### config.mk
export PLATFORM = sky130hd
export DESIGN_NAME = ysyx_24110015_csr_trap_ctrl_flat
export DESIGN_NICKNAME = d
export VERILOG_FILES = /design/src/rtl/ysyx_24110015_csr_trap_ctrl_pkg.sv /design/src/rtl/ysyx_24110015_csr_trap_ctrl_if.sv /design/src/rtl/ysyx_24110015_csr_wdata.sv /design/src/rtl/ysyx_24110015_csr_trap_ctrl.sv /design/src/flat_wrapper.sv
export SDC_FILE = /design/constraint.sdc
export NUM_CORES = 1
export LEC_CHECK = 0
export ABC_AREA = 1
export CAP_MARGIN = 20
export CELL_PAD_IN_SITES_DETAIL_PLACEMENT = 0
export CELL_PAD_IN_SITES_GLOBAL_PLACEMENT = 1
export CORE_MARGIN = 3
export CORE_UTILIZATION = 31
export CTS_CLUSTER_SIZE = 12
export DETAILED_ROUTE_END_ITERATION = 7
export GPL_TIMING_DRIVEN = 0
export HOLD_SLACK_MARGIN = 0.12
export PLACE_DENSITY_LB_ADDON = 0.1
export SLEW_MARGIN = 20
export SYNTH_ARGS = -nofsm -noshare
export SYNTH_HDL_FRONTEND = slang
export SYNTH_SLANG_ARGS = --single-unit
### constraint.sdc
create_clock -name clk -period 6.2 [get_ports clk]
set_input_delay 1.86 -clock clk [delete_from_list [all_inputs] [get_ports clk]]
set_output_delay 1.86 -clock clk [all_outputs]
set_load 0.01 [all_outputs]
### src/rtl/ysyx_24110015_csr_trap_ctrl_pkg.sv
// Shared definitions for the CSR / trap control slice: op codes, CSR
// addresses, mstatus field positions and the control FSM state type.
package ysyx_24110015_csr_trap_ctrl_pkg;

  typedef enum logic [2:0] {
    OP_CSRRW = 3'd0,
    OP_CSRRS = 3'd1,
    OP_CSRRC = 3'd2,
    OP_ECALL = 3'd3,
    OP_MRET  = 3'd4
  } op_e;

  localparam logic [11:0] ADDR_MSTATUS = 12'h300;
  localparam logic [11:0] ADDR_MTVEC   = 12'h305;
  localparam logic [11:0] ADDR_MEPC    = 12'h341;
  localparam logic [11:0] ADDR_MCAUSE  = 12'h342;

  localparam int MSTATUS_MIE    = 3;
  localparam int MSTATUS_MPIE   = 7;
  localparam int MSTATUS_MPP_LO = 11;
  localparam int MSTATUS_MPP_HI = 12;

  // Bit order of the packed write-enable vector used between sub-modules
  localparam int CSR_MSTATUS = 0;
  localparam int CSR_MTVEC   = 1;
  localparam int CSR_MEPC    = 2;
  localparam int CSR_MCAUSE  = 3;

  typedef enum logic [1:0] {
    ST_IDLE = 2'd0,
    ST_EXEC = 2'd1,
    ST_RESP = 2'd2
  } state_e;

endpackage

### src/rtl/ysyx_24110015_csr_trap_ctrl_if.sv
// Request/response channel between the pipeline and the CSR/trap unit.
interface ysyx_24110015_csr_trap_ctrl_if;
  logic        in_valid;
  logic        in_ready;
  logic [2:0]  in_op;
  logic [11:0] in_addr;
  logic [31:0] in_src;
  logic [31:0] in_pc;
  logic        out_valid;
  logic        out_ready;
  logic [31:0] out_rdata;
  logic        out_redirect;
  logic [31:0] out_npc;
  logic        out_illegal;

  modport master (
    output in_valid, in_op, in_addr, in_src, in_pc, out_ready,
    input  in_ready, out_valid, out_rdata, out_redirect, out_npc, out_illegal
  );

  modport slave (
    input  in_valid, in_op, in_addr, in_src, in_pc, out_ready,
    output in_ready, out_valid, out_rdata, out_redirect, out_npc, out_illegal
  );
endinterface

### src/rtl/ysyx_24110015_csr_wdata.sv
// Combinational CSR write-data / result computation for one latched request.
module ysyx_24110015_csr_wdata
  import ysyx_24110015_csr_trap_ctrl_pkg::*;
#(
  parameter logic [31:0] MCAUSE_ECALL  = 32'd11,
  parameter logic [1:0]  MSTATUS_MPP_M = 2'b11
) (
  input  logic [2:0]  op,
  input  logic [11:0] addr,
  input  logic [31:0] src,
  input  logic [31:0] pc,
  input  logic [31:0] mstatus_q,
  input  logic [31:0] mtvec_q,
  input  logic [31:0] mepc_q,
  input  logic [31:0] mcause_q,
  output logic [31:0] mstatus_d,
  output logic [31:0] mtvec_d,
  output logic [31:0] mepc_d,
  output logic [31:0] mcause_d,
  output logic [3:0]  we,
  output logic [31:0] rdata,
  output logic [31:0] npc,
  output logic        redirect,
  output logic        illegal
);

  logic [3:0]  sel;
  logic [31:0] old_val;
  logic [31:0] new_val;
  logic        wr_ok;
  logic [31:0] ecall_mstatus;
  logic [31:0] mret_mstatus;

  // Address decode and read-modify-write value for the CSRRx ops
  always_comb begin
    sel     = 4'b0000;
    old_val = 32'd0;
    case (addr)
      ADDR_MSTATUS: begin sel = 4'b0001; old_val = mstatus_q; end
      ADDR_MTVEC:   begin sel = 4'b0010; old_val = mtvec_q;   end
      ADDR_MEPC:    begin sel = 4'b0100; old_val = mepc_q;    end
      ADDR_MCAUSE:  begin sel = 4'b1000; old_val = mcause_q;  end
      default:      begin sel = 4'b0000; old_val = 32'd0;     end
    endcase
    new_val = src;
    wr_ok   = 1'b1;
    if (op == OP_CSRRS) begin
      new_val = old_val | src;
      wr_ok   = (src != 32'd0);
    end else if (op == OP_CSRRC) begin
      new_val = old_val & ~src;
      wr_ok   = (src != 32'd0);
    end
  end

  // Trap entry / return mstatus images; untouched fields pass through
  always_comb begin
    ecall_mstatus = mstatus_q;
    ecall_mstatus[MSTATUS_MPIE] = mstatus_q[MSTATUS_MIE];
    ecall_mstatus[MSTATUS_MIE]  = 1'b0;
    ecall_mstatus[MSTATUS_MPP_HI:MSTATUS_MPP_LO] = MSTATUS_MPP_M;
    mret_mstatus = mstatus_q;
    mret_mstatus[MSTATUS_MIE]  = mstatus_q[MSTATUS_MPIE];
    mret_mstatus[MSTATUS_MPIE] = 1'b1;
    mret_mstatus[MSTATUS_MPP_HI:MSTATUS_MPP_LO] = MSTATUS_MPP_M;
  end

  // Per-op selection of write data, enables and the response fields
  always_comb begin
    mstatus_d = mstatus_q;
    mtvec_d   = mtvec_q;
    mepc_d    = mepc_q;
    mcause_d  = mcause_q;
    we        = 4'b0000;
    rdata     = 32'd0;
    npc       = 32'd0;
    redirect  = 1'b0;
    illegal   = 1'b0;
    case (op)
      OP_CSRRW, OP_CSRRS, OP_CSRRC: begin
        if (sel == 4'b0000) begin
          illegal = 1'b1;
        end else begin
          rdata = old_val;
          if (wr_ok) we = sel;
          if (sel[CSR_MSTATUS]) mstatus_d = new_val;
          if (sel[CSR_MTVEC])   mtvec_d   = new_val;
          if (sel[CSR_MEPC])    mepc_d    = new_val;
          if (sel[CSR_MCAUSE])  mcause_d  = new_val;
        end
      end
      OP_ECALL: begin
        mstatus_d = ecall_mstatus;
        mepc_d    = pc;
        mcause_d  = MCAUSE_ECALL;
        we        = 4'b1101;
        redirect  = 1'b1;
        npc       = {mtvec_q[31:2], 2'b00};
      end
      OP_MRET: begin
        mstatus_d = mret_mstatus;
        we        = 4'b0001;
        redirect  = 1'b1;
        npc       = mepc_q;
      end
      default: illegal = 1'b1;
    endcase
  end

endmodule

### src/rtl/ysyx_24110015_csr_trap_ctrl.sv
// CSR access / ECALL / MRET control: IDLE -> EXEC (one-cycle CSR write) ->
// RESP (held until consumed). One request in flight at a time.
module ysyx_24110015_csr_trap_ctrl
  import ysyx_24110015_csr_trap_ctrl_pkg::*;
#(
  parameter logic [31:0] MCAUSE_ECALL  = 32'd11,
  parameter logic [1:0]  MSTATUS_MPP_M = 2'b11
) (
  input  logic                          clk,
  input  logic                          rst,
  ysyx_24110015_csr_trap_ctrl_if.slave  bus,
  input  logic [31:0]                   csr_mstatus_q,
  input  logic [31:0]                   csr_mtvec_q,
  input  logic [31:0]                   csr_mepc_q,
  input  logic [31:0]                   csr_mcause_q,
  output logic [31:0]                   csr_mstatus_d,
  output logic [31:0]                   csr_mtvec_d,
  output logic [31:0]                   csr_mepc_d,
  output logic [31:0]                   csr_mcause_d,
  output logic                          csr_mstatus_we,
  output logic                          csr_mtvec_we,
  output logic                          csr_mepc_we,
  output logic                          csr_mcause_we
);

  state_e      state_reg, state_next;
  logic [2:0]  op_reg;
  logic [11:0] addr_reg;
  logic [31:0] src_reg;
  logic [31:0] pc_reg;
  logic [31:0] rdata_reg;
  logic [31:0] npc_reg;
  logic        redirect_reg;
  logic        illegal_reg;

  logic [3:0]  wd_we;
  logic [31:0] wd_rdata;
  logic [31:0] wd_npc;
  logic        wd_redirect;
  logic        wd_illegal;
  logic [3:0]  we_gated;

  ysyx_24110015_csr_wdata #(
    .MCAUSE_ECALL  (MCAUSE_ECALL),
    .MSTATUS_MPP_M (MSTATUS_MPP_M)
  ) u_wdata (
    .op        (op_reg),
    .addr      (addr_reg),
    .src       (src_reg),
    .pc        (pc_reg),
    .mstatus_q (csr_mstatus_q),
    .mtvec_q   (csr_mtvec_q),
    .mepc_q    (csr_mepc_q),
    .mcause_q  (csr_mcause_q),
    .mstatus_d (csr_mstatus_d),
    .mtvec_d   (csr_mtvec_d),
    .mepc_d    (csr_mepc_d),
    .mcause_d  (csr_mcause_d),
    .we        (wd_we),
    .rdata     (wd_rdata),
    .npc       (wd_npc),
    .redirect  (wd_redirect),
    .illegal   (wd_illegal)
  );

  // FSM state register
  always_ff @(posedge clk) begin
    if (rst) state_reg <= ST_IDLE;
    else     state_reg <= state_next;
  end

  // FSM next-state logic
  always_comb begin
    state_next = state_reg;
    case (state_reg)
      ST_IDLE: if (bus.in_valid) state_next = ST_EXEC;
      ST_EXEC: state_next = ST_RESP;
      ST_RESP: if (bus.out_ready) state_next = ST_IDLE;
      default: state_next = ST_IDLE;
    endcase
  end

  // Request latch on the accept handshake
  always_ff @(posedge clk) begin
    if (rst) begin
      op_reg   <= 3'd0;
      addr_reg <= 12'd0;
      src_reg  <= 32'd0;
      pc_reg   <= 32'd0;
    end else if (state_reg == ST_IDLE && bus.in_valid) begin
      op_reg   <= bus.in_op;
      addr_reg <= bus.in_addr;
      src_reg  <= bus.in_src;
      pc_reg   <= bus.in_pc;
    end
  end

  // Result capture at the end of EXEC; rdata reflects the pre-write value
  always_ff @(posedge clk) begin
    if (rst) begin
      rdata_reg    <= 32'd0;
      npc_reg      <= 32'd0;
      redirect_reg <= 1'b0;
      illegal_reg  <= 1'b0;
    end else if (state_reg == ST_EXEC) begin
      rdata_reg    <= wd_rdata;
      npc_reg      <= wd_npc;
      redirect_reg <= wd_redirect;
      illegal_reg  <= wd_illegal;
    end
  end

  // FSM outputs; write enables are suppressed while rst is high so an
  // aborted EXEC never commits anything
  always_comb begin
    bus.in_ready     = (state_reg == ST_IDLE);
    bus.out_valid    = (state_reg == ST_RESP);
    bus.out_rdata    = rdata_reg;
    bus.out_npc      = npc_reg;
    bus.out_redirect = redirect_reg;
    bus.out_illegal  = illegal_reg;
    we_gated         = (state_reg == ST_EXEC && !rst) ? wd_we : 4'b0000;
    csr_mstatus_we   = we_gated[CSR_MSTATUS];
    csr_mtvec_we     = we_gated[CSR_MTVEC];
    csr_mepc_we      = we_gated[CSR_MEPC];
    csr_mcause_we    = we_gated[CSR_MCAUSE];
  end

endmodule

### src/flat_wrapper.sv
// flat-port wrapper written by rule: the top's interface ports become plain ports
module ysyx_24110015_csr_trap_ctrl_flat import ysyx_24110015_csr_trap_ctrl_pkg::*;
#(
  parameter logic [31:0] MCAUSE_ECALL  = 32'd11,
  parameter logic [1:0]  MSTATUS_MPP_M = 2'b11
)
  (clk, rst, csr_mstatus_q, csr_mtvec_q, csr_mepc_q, csr_mcause_q, csr_mstatus_d, csr_mtvec_d, csr_mepc_d, csr_mcause_d, csr_mstatus_we, csr_mtvec_we, csr_mepc_we, csr_mcause_we, bus_in_valid, bus_in_op, bus_in_addr, bus_in_src, bus_in_pc, bus_out_ready, bus_in_ready, bus_out_valid, bus_out_rdata, bus_out_redirect, bus_out_npc, bus_out_illegal);
  ysyx_24110015_csr_trap_ctrl_if bus_i ();
  input  logic clk;
  input  logic rst;
  input  logic [31:0] csr_mstatus_q;
  input  logic [31:0] csr_mtvec_q;
  input  logic [31:0] csr_mepc_q;
  input  logic [31:0] csr_mcause_q;
  output logic [31:0] csr_mstatus_d;
  output logic [31:0] csr_mtvec_d;
  output logic [31:0] csr_mepc_d;
  output logic [31:0] csr_mcause_d;
  output logic csr_mstatus_we;
  output logic csr_mtvec_we;
  output logic csr_mepc_we;
  output logic csr_mcause_we;
  input wire logic [$bits(bus_i.in_valid)-1:0] bus_in_valid;
  input wire logic [$bits(bus_i.in_op)-1:0] bus_in_op;
  input wire logic [$bits(bus_i.in_addr)-1:0] bus_in_addr;
  input wire logic [$bits(bus_i.in_src)-1:0] bus_in_src;
  input wire logic [$bits(bus_i.in_pc)-1:0] bus_in_pc;
  input wire logic [$bits(bus_i.out_ready)-1:0] bus_out_ready;
  output wire logic [$bits(bus_i.in_ready)-1:0] bus_in_ready;
  output wire logic [$bits(bus_i.out_valid)-1:0] bus_out_valid;
  output wire logic [$bits(bus_i.out_rdata)-1:0] bus_out_rdata;
  output wire logic [$bits(bus_i.out_redirect)-1:0] bus_out_redirect;
  output wire logic [$bits(bus_i.out_npc)-1:0] bus_out_npc;
  output wire logic [$bits(bus_i.out_illegal)-1:0] bus_out_illegal;
  assign bus_i.in_valid = bus_in_valid;
  assign bus_i.in_op = bus_in_op;
  assign bus_i.in_addr = bus_in_addr;
  assign bus_i.in_src = bus_in_src;
  assign bus_i.in_pc = bus_in_pc;
  assign bus_i.out_ready = bus_out_ready;
  assign bus_in_ready = bus_i.in_ready;
  assign bus_out_valid = bus_i.out_valid;
  assign bus_out_rdata = bus_i.out_rdata;
  assign bus_out_redirect = bus_i.out_redirect;
  assign bus_out_npc = bus_i.out_npc;
  assign bus_out_illegal = bus_i.out_illegal;
  ysyx_24110015_csr_trap_ctrl #(.MCAUSE_ECALL(MCAUSE_ECALL), .MSTATUS_MPP_M(MSTATUS_MPP_M)) u_core (.clk(clk), .rst(rst), .bus(bus_i), .csr_mstatus_q(csr_mstatus_q), .csr_mtvec_q(csr_mtvec_q), .csr_mepc_q(csr_mepc_q), .csr_mcause_q(csr_mcause_q), .csr_mstatus_d(csr_mstatus_d), .csr_mtvec_d(csr_mtvec_d), .csr_mepc_d(csr_mepc_d), .csr_mcause_d(csr_mcause_d), .csr_mstatus_we(csr_mstatus_we), .csr_mtvec_we(csr_mtvec_we), .csr_mepc_we(csr_mepc_we), .csr_mcause_we(csr_mcause_we));
endmodule
==> metrics, run 1 <==
final setup vio count=0; Max Clk Rate=163 MHz; most frequent cells in the layout=nand2_1 (603), clkdlybuf4s50_1 (410), nand3_1 (215), o21ai_0 (162), dfxtp_1 (147); critical path class=primary input to output port; initial antenna violation count=4; drt pass-1 iters=6; Max VDD drop=0.185 mV; core area=31800 µm²; Hold Crit Class=flip-flop to flip-flop; mapped cell area=10100 µm²; final core occ=48.3%; max-cap check violation count=0; gr usage total=36.1%; Pwr Total=3.12 mW; Sink Count=147; placed cell count=2605; Yosys reg bits=147; endpoints failing hold=0; Worst-Margin Slew=922 ps; Crit. End Element=output port; async set-reset flop share out of synthesis=0%; Final nets=2399; Worst EP arrival=4280 ps; area grow syn2layout=52.2%; Netlist cell types=30; crit path cell chain=clkdlybuf4s50_1 > inv_1 > nand2_1 > a21oi_1 > clkdlybuf4s50_1; LEAKAGE=6.31 nW; total I/O pin count=411; RSZ-0062 raised after global routing=no; share of cells above drive strength 1=5.32%; Fin Hold WS=466 ps; Die Y=186 µm; Die X=186 µm; Worst R2R Path Depth=9; DRT iter0 DRCs=1283; Clock Skew=10.2 ps; status=finished, final reports clean; most common cell after layout, fill and taps aside=nand2_1; Crit path largest cell delay=630 ps; Max FO, Critical Path=11; critical path startpoint=rst; Detailed Route WL=65.5 mm; ys flop type=dfxtp_1; Skew-Pair Late Insertion Delay=450 ps; gpl congestion=0.974; crit path capture=csr_mepc_we; Max H-tree Level=4; worst flop-to-flop path endpoint=u_core.bus.out_rdata[20]; first-pass GRT wire length=92.5 mm; # hold bufs at CTS=0; FF-to-FF setup slack=3450 ps; DR WL/cell=24.8 µm; PD cells=203 nW/µm²; Mean Syn Cell Area=5.73 µm²; cell mode on critical path=clkdlybuf4s50_1; Rows=65; vias in the first global route=14000; critical path's slowest cell=inv_1; die area=34700 µm²; PortBufs=410; Yosys Warn Count=0; clock buffer count from CTS=17; DPL Wire Length=52.9 mm; Slew Limit Fails=0; CTS max path bufs=2; number of synthesized flops with an enable pin=0; pin count of the biggest net entering global routing=17; Detail Route Antenna Nets=0; reg2reg start=u_core.op_reg[1]; min Tclk post-route=6140 ps; Initial Utilization=31.7%; Worst EP required=4340 ps; TritonCTS clock tree=yes; # Post-CTS Setup Buffers=0; Area after DPL=14700 µm²; kind of start point of the critical path=primary input; DR vias=14500; Seq/Total Area, Yosys=29.2%; fin crit share=99.1%; post-route cell area=15300 µm²; Root Buffer=clkbuf_16; relative slew slack=38.5%; vias per cell=5.48; # DRC=0; Mapped Nets=1971; CTS clk-pin slew, worst paths=60 ps; cell count after synthesis=1760; PostCTS Resize Cnt=0; total grt overflow=0; Non-Filler Instances=2638
[layout make-up]
type / count / area [µm²]
diodes: 3 / 7.51
plain buffers: 118 / 518
clock buffers: 18 / 429
clock inverters: 13 / 174
fillers: 3400 / 16500
inverters: 114 / 428
multi-input cells: 1380 / 6200
flip-flops and latches: 147 / 2940
well taps: 435 / 544
repair buffers: 410 / 4100
[cell usage after synthesis (all sizes together), types with 2 or more instances]
| master | number | area [µm²] |
|---|---|---|
| nand2 | 607 | 2290 |
| nand3 | 215 | 1080 |
| o21ai | 180 | 901 |
| dfxtp | 147 | 2940 |
| a21oi | 140 | 701 |
| nor2 | 133 | 549 |
| inv | 113 | 424 |
| clkbuf | 86 | 325 |
| buf | 33 | 196 |
| or2 | 32 | 203 |
| o22ai | 30 | 188 |
| nand4 | 26 | 163 |
| nor3 | 6 | 41.3 |
| nor4 | 6 | 37.5 |
| o21a | 2 | 15.0 |
[how the worst min path moves through the flow]
stage | startpoint | end | slack, ps | cells past startpoint
after CTS | u_core.bus.out_npc[13] | u_core.bus.out_npc[13] | 460 | 2
after detailed placement | u_core.bus.out_npc[13] | u_core.bus.out_npc[13] | 460 | 2
final | u_core.bus.out_npc[16] | u_core.bus.out_npc[16] | 470 | 2
after global routing | u_core.bus.out_npc[2] | u_core.bus.out_npc[2] | 490 | 2
after global placement | u_core.bus.out_rdata[15] | u_core.bus.out_rdata[15] | 460 | 2
after floorplan | u_core.addr_reg[6] | u_core.addr_reg[6] | 450 | 2
[worst max-delay path, delay by kind of cell]
family                 cells  cell delay, ps
AO/OA/AOI/OAI              1             410
buffers and inverters      3            1740
AND/OR/NAND/NOR            1             260
[cells by family (layout without fill, tap and decap cells)]
group / count (synthesis) / after routing / share of synthesized area [%]
simple gates: 1026 / 1026 / 43.3
mux: 1 / 1 / 0.112
buf+inv: 233 / 673 / 9.42
compound gates: 353 / 353 / 18.0
other cells: 0 / 3 / 0
flops: 147 / 147 / 29.2
[metal layers]
| metal | vias up | track usage [%] | wire length [µm] |
|---|---|---|---|
| li1 | 6642 | - | - |
| met1 | 6818 | 44.3 | 26100 |
| met2 | 856 | 61.8 | 30900 |
| met3 | 132 | 6.09 | 5200 |
| met4 | 2 | 16.6 | 3200 |
| met5 | - | 0 | 13 |
[power by group]
| group | internal (mW) | total [mW] | leakage [nW] | switching [mW] |
|---|---|---|---|---|
| Sequential | 0.997 | 1.03 | 1.20 | 0.0341 |
| Clock | 0.639 | 1.11 | 0.284 | 0.473 |
| Combinational | 0.397 | 0.977 | 4.82 | 0.580 |
| Total | 2.03 | 3.12 | 6.31 | 1.09 |
[per-stage QoR]
| stage | TNS [ps] | worst slack [ps] |
|---|---|---|
| 3_5_place_dp | -258 | -112 |
| 4_1_cts | 0 | 181 |
| 6_report | 0 | 55.3 |
| 5_1_grt | 0 | 87.7 |
| 3_3_place_gp | -67.5 | -46.0 |
| 2_1_floorplan | 0 | 1820 |
No activity file was read; power rests on OpenSTA's default activity.
==> run 2, diff against run 1 <==
--- a/config.mk
+++ b/config.mk
@@ -10,7 +10,7 @@
 export CELL_PAD_IN_SITES_DETAIL_PLACEMENT = 0
 export CELL_PAD_IN_SITES_GLOBAL_PLACEMENT = 1
 export CORE_MARGIN = 3
-export CORE_UTILIZATION = 31
+export CORE_UTILIZATION = 26
 export CTS_CLUSTER_SIZE = 12
 export DETAILED_ROUTE_END_ITERATION = 7
 export GPL_TIMING_DRIVEN = 0
==> constraint.sdc (replaced) <==
create_clock -name clk -period 5.15 [get_ports clk]
set_input_delay 1.545 -clock clk [delete_from_list [all_inputs] [get_ports clk]]
set_output_delay 1.545 -clock clk [all_outputs]
set_load 0.01 [all_outputs]
==> run 2 against run 1 <==
Routed wire length up 4.9%. Global-route usage fell by 3.9 points. Via count fell by 2.3%. Sequential cell count stayed put. Register-to-register slack got worse by 1100 ps.
==> metrics, run 2 (synthesis results as in run 1) <==
status=finished, final reports clean; DPL Wire Length=56.8 mm (+7.3%); Area after DPL=14800 µm² (+0.66%); DRT iter0 DRCs=1069 (-17%); Max FO, Critical Path=4 (-7); first-pass GRT wire length=95.2 mm (+3.0%); vias per cell=5.20 (-5.1%); Pwr Total=3.81 mW (+22%); CTS clk-pin slew, worst paths=70 ps (about the same); fin crit share=99.7%; Hold Crit Class=flip-flop to flip-flop; Worst EP required=3610 ps (-730 ps); area grow syn2layout=55.2%; Worst-Margin Slew=965 ps (+42.9 ps); total grt overflow=0 (unchanged); DR WL/cell=25.3 µm (+1.9%); CTS max path bufs=2 (unchanged); Max Clk Rate=195 MHz; Final nets=2403 (+0.17%); Detail Route Antenna Nets=0 (unchanged); total I/O pin count=411 (unchanged); Die Y=203 µm (+8.9%); setup_tns=0 ps (unchanged); placed cell count=2682 (+3.0%); Worst R2R Path Depth=9 (unchanged); critical path startpoint=csr_mcause_q[7]; reg2reg start=u_core.op_reg[1]; vias in the first global route=13800 (-1.1%); Detailed Route WL=68.7 mm (+4.9%); Initial Utilization=26.6% (-5.1 points); Die X=203 µm (+8.9%); Fin Hold WS=465 ps (-0.433 ps); endpoints failing hold=0 (unchanged); final setup vio count=0 (unchanged); pre-CTS setup slack=-436 ps (-324 ps); Non-Filler Instances=2718 (+3.0%); Sink Count=147 (unchanged); Max H-tree Level=4 (unchanged); DR vias=14100 (-2.3%); drt pass-1 iters=8 (+2); Clock Skew=16.5 ps (+6.39 ps); gpl congestion=0.934 (-4.0%); gr usage total=32.2% (-3.9 points); relative slew slack=35.7% (-2.9 points); share of cells above drive strength 1=6.49% (+1.2 points); # DRC=0 (unchanged); core area=37900 µm² (+19%); critical path class=primary input to output port; Crit. End Element=output port; most frequent cells in the layout=nand2_1 (599), clkdlybuf4s50_1 (387), nand3_1 (201), o21ai_0 (160), dfxtp_1 (147); # hold bufs at CTS=0 (unchanged); Max VDD drop=0.240 mV (+29%); Skew-Pair Late Insertion Delay=460 ps (about the same); PortBufs=410 (unchanged); max-cap check violation count=0 (unchanged); initial antenna violation count=5 (+1); Worst EP arrival=3590 ps (-690 ps); post-route cell area=15600 µm² (+1.9%); Root Buffer=clkbuf_16; LEAKAGE=6.54 nW (+3.6%); min Tclk post-route=5130 ps; worst flop-to-flop path endpoint=u_core.bus.out_rdata[19]; clock buffer count from CTS=17 (unchanged); die area=41200 µm² (+19%); TritonCTS clock tree=yes; Slew Limit Fails=0 (unchanged); PD cells=244 nW/µm² (+20%); most common cell after layout, fill and taps aside=nand2_1; final core occ=41.2% (-7.0 points); setup ws final=15.4 ps (-39.9 ps); Rows=71 (+9.2%); crit path capture=csr_mcause_d[7]; FF-to-FF setup slack=2320 ps (-1130 ps); pin count of the biggest net entering global routing=17 (unchanged); kind of start point of the critical path=primary input
## run 2: cell types whose count changed in the layout (fill, tap and decap cells not counted), sizes merged
| cell | change |
|---|---|
| bufinv | +1 |
| inv | -3 |
| clkbuf | +1 |
| dlymetal6s2s | +19 |
| clkdlybuf4s50 | -23 |
| buf | +5 |
| dlygate4sd2 | +4 |
## run 2: critical path, cell delays in order
cell             delay [ps]
clkdlybuf4s50_1         600
nand2_1                  90
nand4_1                 210
nand3_2                 210
nand3_1                 120
nand3_1                 140
nand2_1                 120
clkdlybuf4s50_1         540
## run 2: worst min path at each step
stage                                   from                  endpoint  slack, ps  cells past startpoint
floorplan                 u_core.addr_reg[6]        u_core.addr_reg[6]        450                      2
global placement      u_core.bus.out_npc[12]    u_core.bus.out_npc[12]        460                      2
detailed placement  u_core.bus.out_rdata[14]  u_core.bus.out_rdata[14]        460                      2
CTS                 u_core.bus.out_rdata[14]  u_core.bus.out_rdata[14]        470                      2
global route        u_core.bus.out_rdata[14]  u_core.bus.out_rdata[14]        480                      2
finish              u_core.bus.out_rdata[14]  u_core.bus.out_rdata[14]        470                      2
## run 2: power breakdown
part	total (mW)	internal (mW)	leakage (nW)	switching, mW
registers	1.24	1.20	1.20	0.0396
logic	1.19	0.479	5.04	0.708
clock network	1.39	0.826	0.298	0.561
total	3.81	2.51	6.54	1.31
## run 2: area by class of cell
class | count | area (µm²)
clock inverters | 11 | 175
flip-flops and latches | 147 | 2940
plain buffers | 118 | 523
multi-input cells | 1380 | 6290
inverters | 114 | 432
clock buffers | 20 | 447
fillers | 4220 | 22300
repair buffers | 414 | 4190
well taps | 511 | 639
diodes | 3 | 7.51
## run 2: what timing repair did
item                       in CTS  in global routing
setup endpoints to repair      20                 85
pin swaps                       0                  1
setup buffers                   0                  3
resized for setup              16                 38
## run 2: layer usage
| layer | GRT usage [%] | vias to the layer above | routed length (µm) |
|---|---|---|---|
| met3 | 6.86 | 113 | 5010 |
| met4 | 13.6 | 6 | 2950 |
| met1 | 39.6 | 6636 | 28400 |
| met5 | 0 | - | 34 |
| li1 | - | 6662 | - |
| met2 | 54.4 | 705 | 32300 |
==> run 3, diff against run 2 <==
--- a/config.mk
+++ b/config.mk
@@ -9,7 +9,7 @@
 export CAP_MARGIN = 20
 export CELL_PAD_IN_SITES_DETAIL_PLACEMENT = 0
 export CELL_PAD_IN_SITES_GLOBAL_PLACEMENT = 1
-export CORE_MARGIN = 3
+export CORE_MARGIN = 2
 export CORE_UTILIZATION = 26
 export CTS_CLUSTER_SIZE = 12
 export DETAILED_ROUTE_END_ITERATION = 7
==> run 3 against run 2 <==
Clock power shrank 10%. Register-to-register slack lost 20 ps. Die area shrank 2.0%. Non-clock buffer count grew 1. Total power shrank 3.3%. Sequential cell count is the same. Routed wire length grew 0.55%. Hold slack lost 2.0 ps.
==> metrics, run 3 (synthesis results as in run 1) <==
Detail Route Antenna Nets=0 (unchanged); Worst EP required=3610 ps (about the same); WHS Endpoint=u_core.bus.out_npc[2]; Worst EP arrival=3570 ps (-20 ps); CTS max path bufs=2 (unchanged); area grow syn2layout=55.2% (unchanged); Die Y=201 µm (-0.99%); Worst R2R Path Depth=9 (unchanged); vias in the first global route=13800 (+0.19%); most frequent cells in the layout=nand2_1 (597), clkdlybuf4s50_1 (382), nand3_1 (199), o21ai_0 (159), dfxtp_1 (147); Max Clk Rate=195 MHz (+0.37%); Root Buffer=clkbuf_16; PD cells=236 nW/µm² (-3.3%); clock buffer count from CTS=17 (unchanged); critical path class=primary input to output port; Max FO, Critical Path=3 (-1); share of cells above drive strength 1=6.84% (+0.36 points); placed cell count=2689 (+0.26%); pin count of the biggest net entering global routing=17 (unchanged); FF-to-FF setup slack=2300 ps (-20 ps); status=finished, final reports clean; DPL Wire Length=57.2 mm (+0.59%); DRT iter0 DRCs=1227 (+15%); gr usage total=33.3% (+1.1 points); Detailed Route WL=69.1 mm (+0.55%); hold path cells=2 (unchanged); reg2reg start=u_core.op_reg[1]; setup_tns=0 ps (unchanged); Initial Utilization=26.2% (-0.37 points); Rows=72 (+1.4%); final core occ=40.7% (-0.57 points); core area=38500 µm² (+1.4%); DR WL/cell=25.3 µm (+0.22%); endpoints failing hold=0 (unchanged); # hold bufs at CTS=0 (unchanged); Worst-Margin Slew=987 ps (+21.8 ps); Max VDD drop=0.243 mV (+1.3%); # DRC=0 (unchanged); gpl congestion=0.990 (+6.0%); fillcell total=4261 (+0.97%); fin crit share=99.3% (-0.36 points); total grt overflow=0 (unchanged); final setup vio count=0 (unchanged); most common cell after layout, fill and taps aside=nand2_1; Crit. End Element=output port; Sink Count=147 (unchanged); worst flop-to-flop path endpoint=u_core.bus.out_rdata[24]; Final nets=2404 (+0.042%); Slew Limit Fails=0 (unchanged); relative slew slack=34.2% (-1.5 points); PortBufs=410 (unchanged); Min-Delay Startpoint=u_core.bus.out_npc[2]; LEAKAGE=6.56 nW (+0.31%); drt pass-1 iters=5 (-3); first-pass GRT wire length=96.3 mm (+1.1%); CTS clk-pin slew, worst paths=60 ps (about the same); Hold Crit Class=flip-flop to flip-flop; Skew-Pair Late Insertion Delay=460 ps (about the same); kind of start point of the critical path=primary input; DR vias=14300 (+1.1%); Die X=201 µm (-0.99%); min Tclk post-route=5120 ps (-18.7 ps); max-cap check violation count=0 (unchanged); Non-Filler Instances=2727 (+0.33%); vias per cell=5.23 (+0.73%); TritonCTS clock tree=yes; die area=40400 µm² (-2.0%); total I/O pin count=411 (unchanged); Clock Skew=11.0 ps (-5.55 ps); initial antenna violation count=7 (+2); Max H-tree Level=4 (unchanged)
==> run 3: stage by stage <==
stage / cell area (µm²) / hold slack [ps] / setup WS, ps / total power, mW
after floorplan: 10100 / 445 / 1400 / 1.76
after global placement: 14800 / 456 / -449 / 2.43
after detailed placement: 14800 / 455 / -463 / 2.43
after CTS: 15400 / 466 / 3.86 / 3.68
after global routing: 15600 / 489 / -3.92 / 3.82
final: 15600 / 463 / 34.1 / 3.69
==> run 3: layout make-up <==
| cell class | instances | area (µm²) | share of cell area (%) |
|---|---|---|---|
| clock inverter | 11 | 103 | 0.656 |
| antenna | 3 | 7.51 | 0.0480 |
| buffer | 118 | 523 | 3.34 |
| inverter | 114 | 432 | 2.76 |
| timing repair buffer | 415 | 4200 | 26.9 |
| tap | 518 | 648 | 4.14 |
| multi-input combinational | 1380 | 6320 | 40.4 |
| clock buffer | 21 | 470 | 3.01 |
| sequential | 147 | 2940 | 18.8 |
==> run 3: where the power goes <==
group / switching, mW / leakage (nW) / internal [mW]
clock network: 0.548 / 0.275 / 0.703
logic: 0.713 / 5.08 / 0.479
registers: 0.0417 / 1.20 / 1.20
==> run 3: worst max-delay path, stage by stage <==
cell             delay, ps
clkdlybuf4s50_1        580
nand3_2                170
nand2_1                150
nor2_1                  50
nand2_1                 60
nand2_1                100
nand3_2                160
nand2_1                100
nand3_1                100
clkdlybuf4s50_1        540
==> run 3: worst max path at each step <==
stage | from | cells after the start | slack (ps) | to
6_report | csr_mepc_q[19] | 10 | 30 | csr_mepc_d[19]
5_1_grt | csr_mstatus_q[22] | 10 | -4 | csr_mstatus_d[22]
4_1_cts | csr_mepc_q[10] | 10 | 4 | csr_mtvec_d[10]
3_5_place_dp | rst | 6 | -460 | csr_mtvec_we
3_3_place_gp | rst | 6 | -450 | csr_mtvec_we
2_1_floorplan | csr_mstatus_q[14] | 8 | 1400 | csr_mtvec_d[14]
==> run 3: repair_timing <==
item	in CTS	in global routing
resized for setup	17	50
endpoints found under the setup margin	27	83
buffers inserted	0	4
pin swaps	0	2
==> run 3: per-layer routing <==
layer | up-vias | part of all wire (%) | GRT usage [%]
met2 | 750 | 47 | 56.2
li1 | 6659 | - | -
met5 | - | 0.059 | 0
met4 | 8 | 5.1 | 15.4
met3 | 144 | 7.5 | 6.62
met1 | 6711 | 41 | 40.7
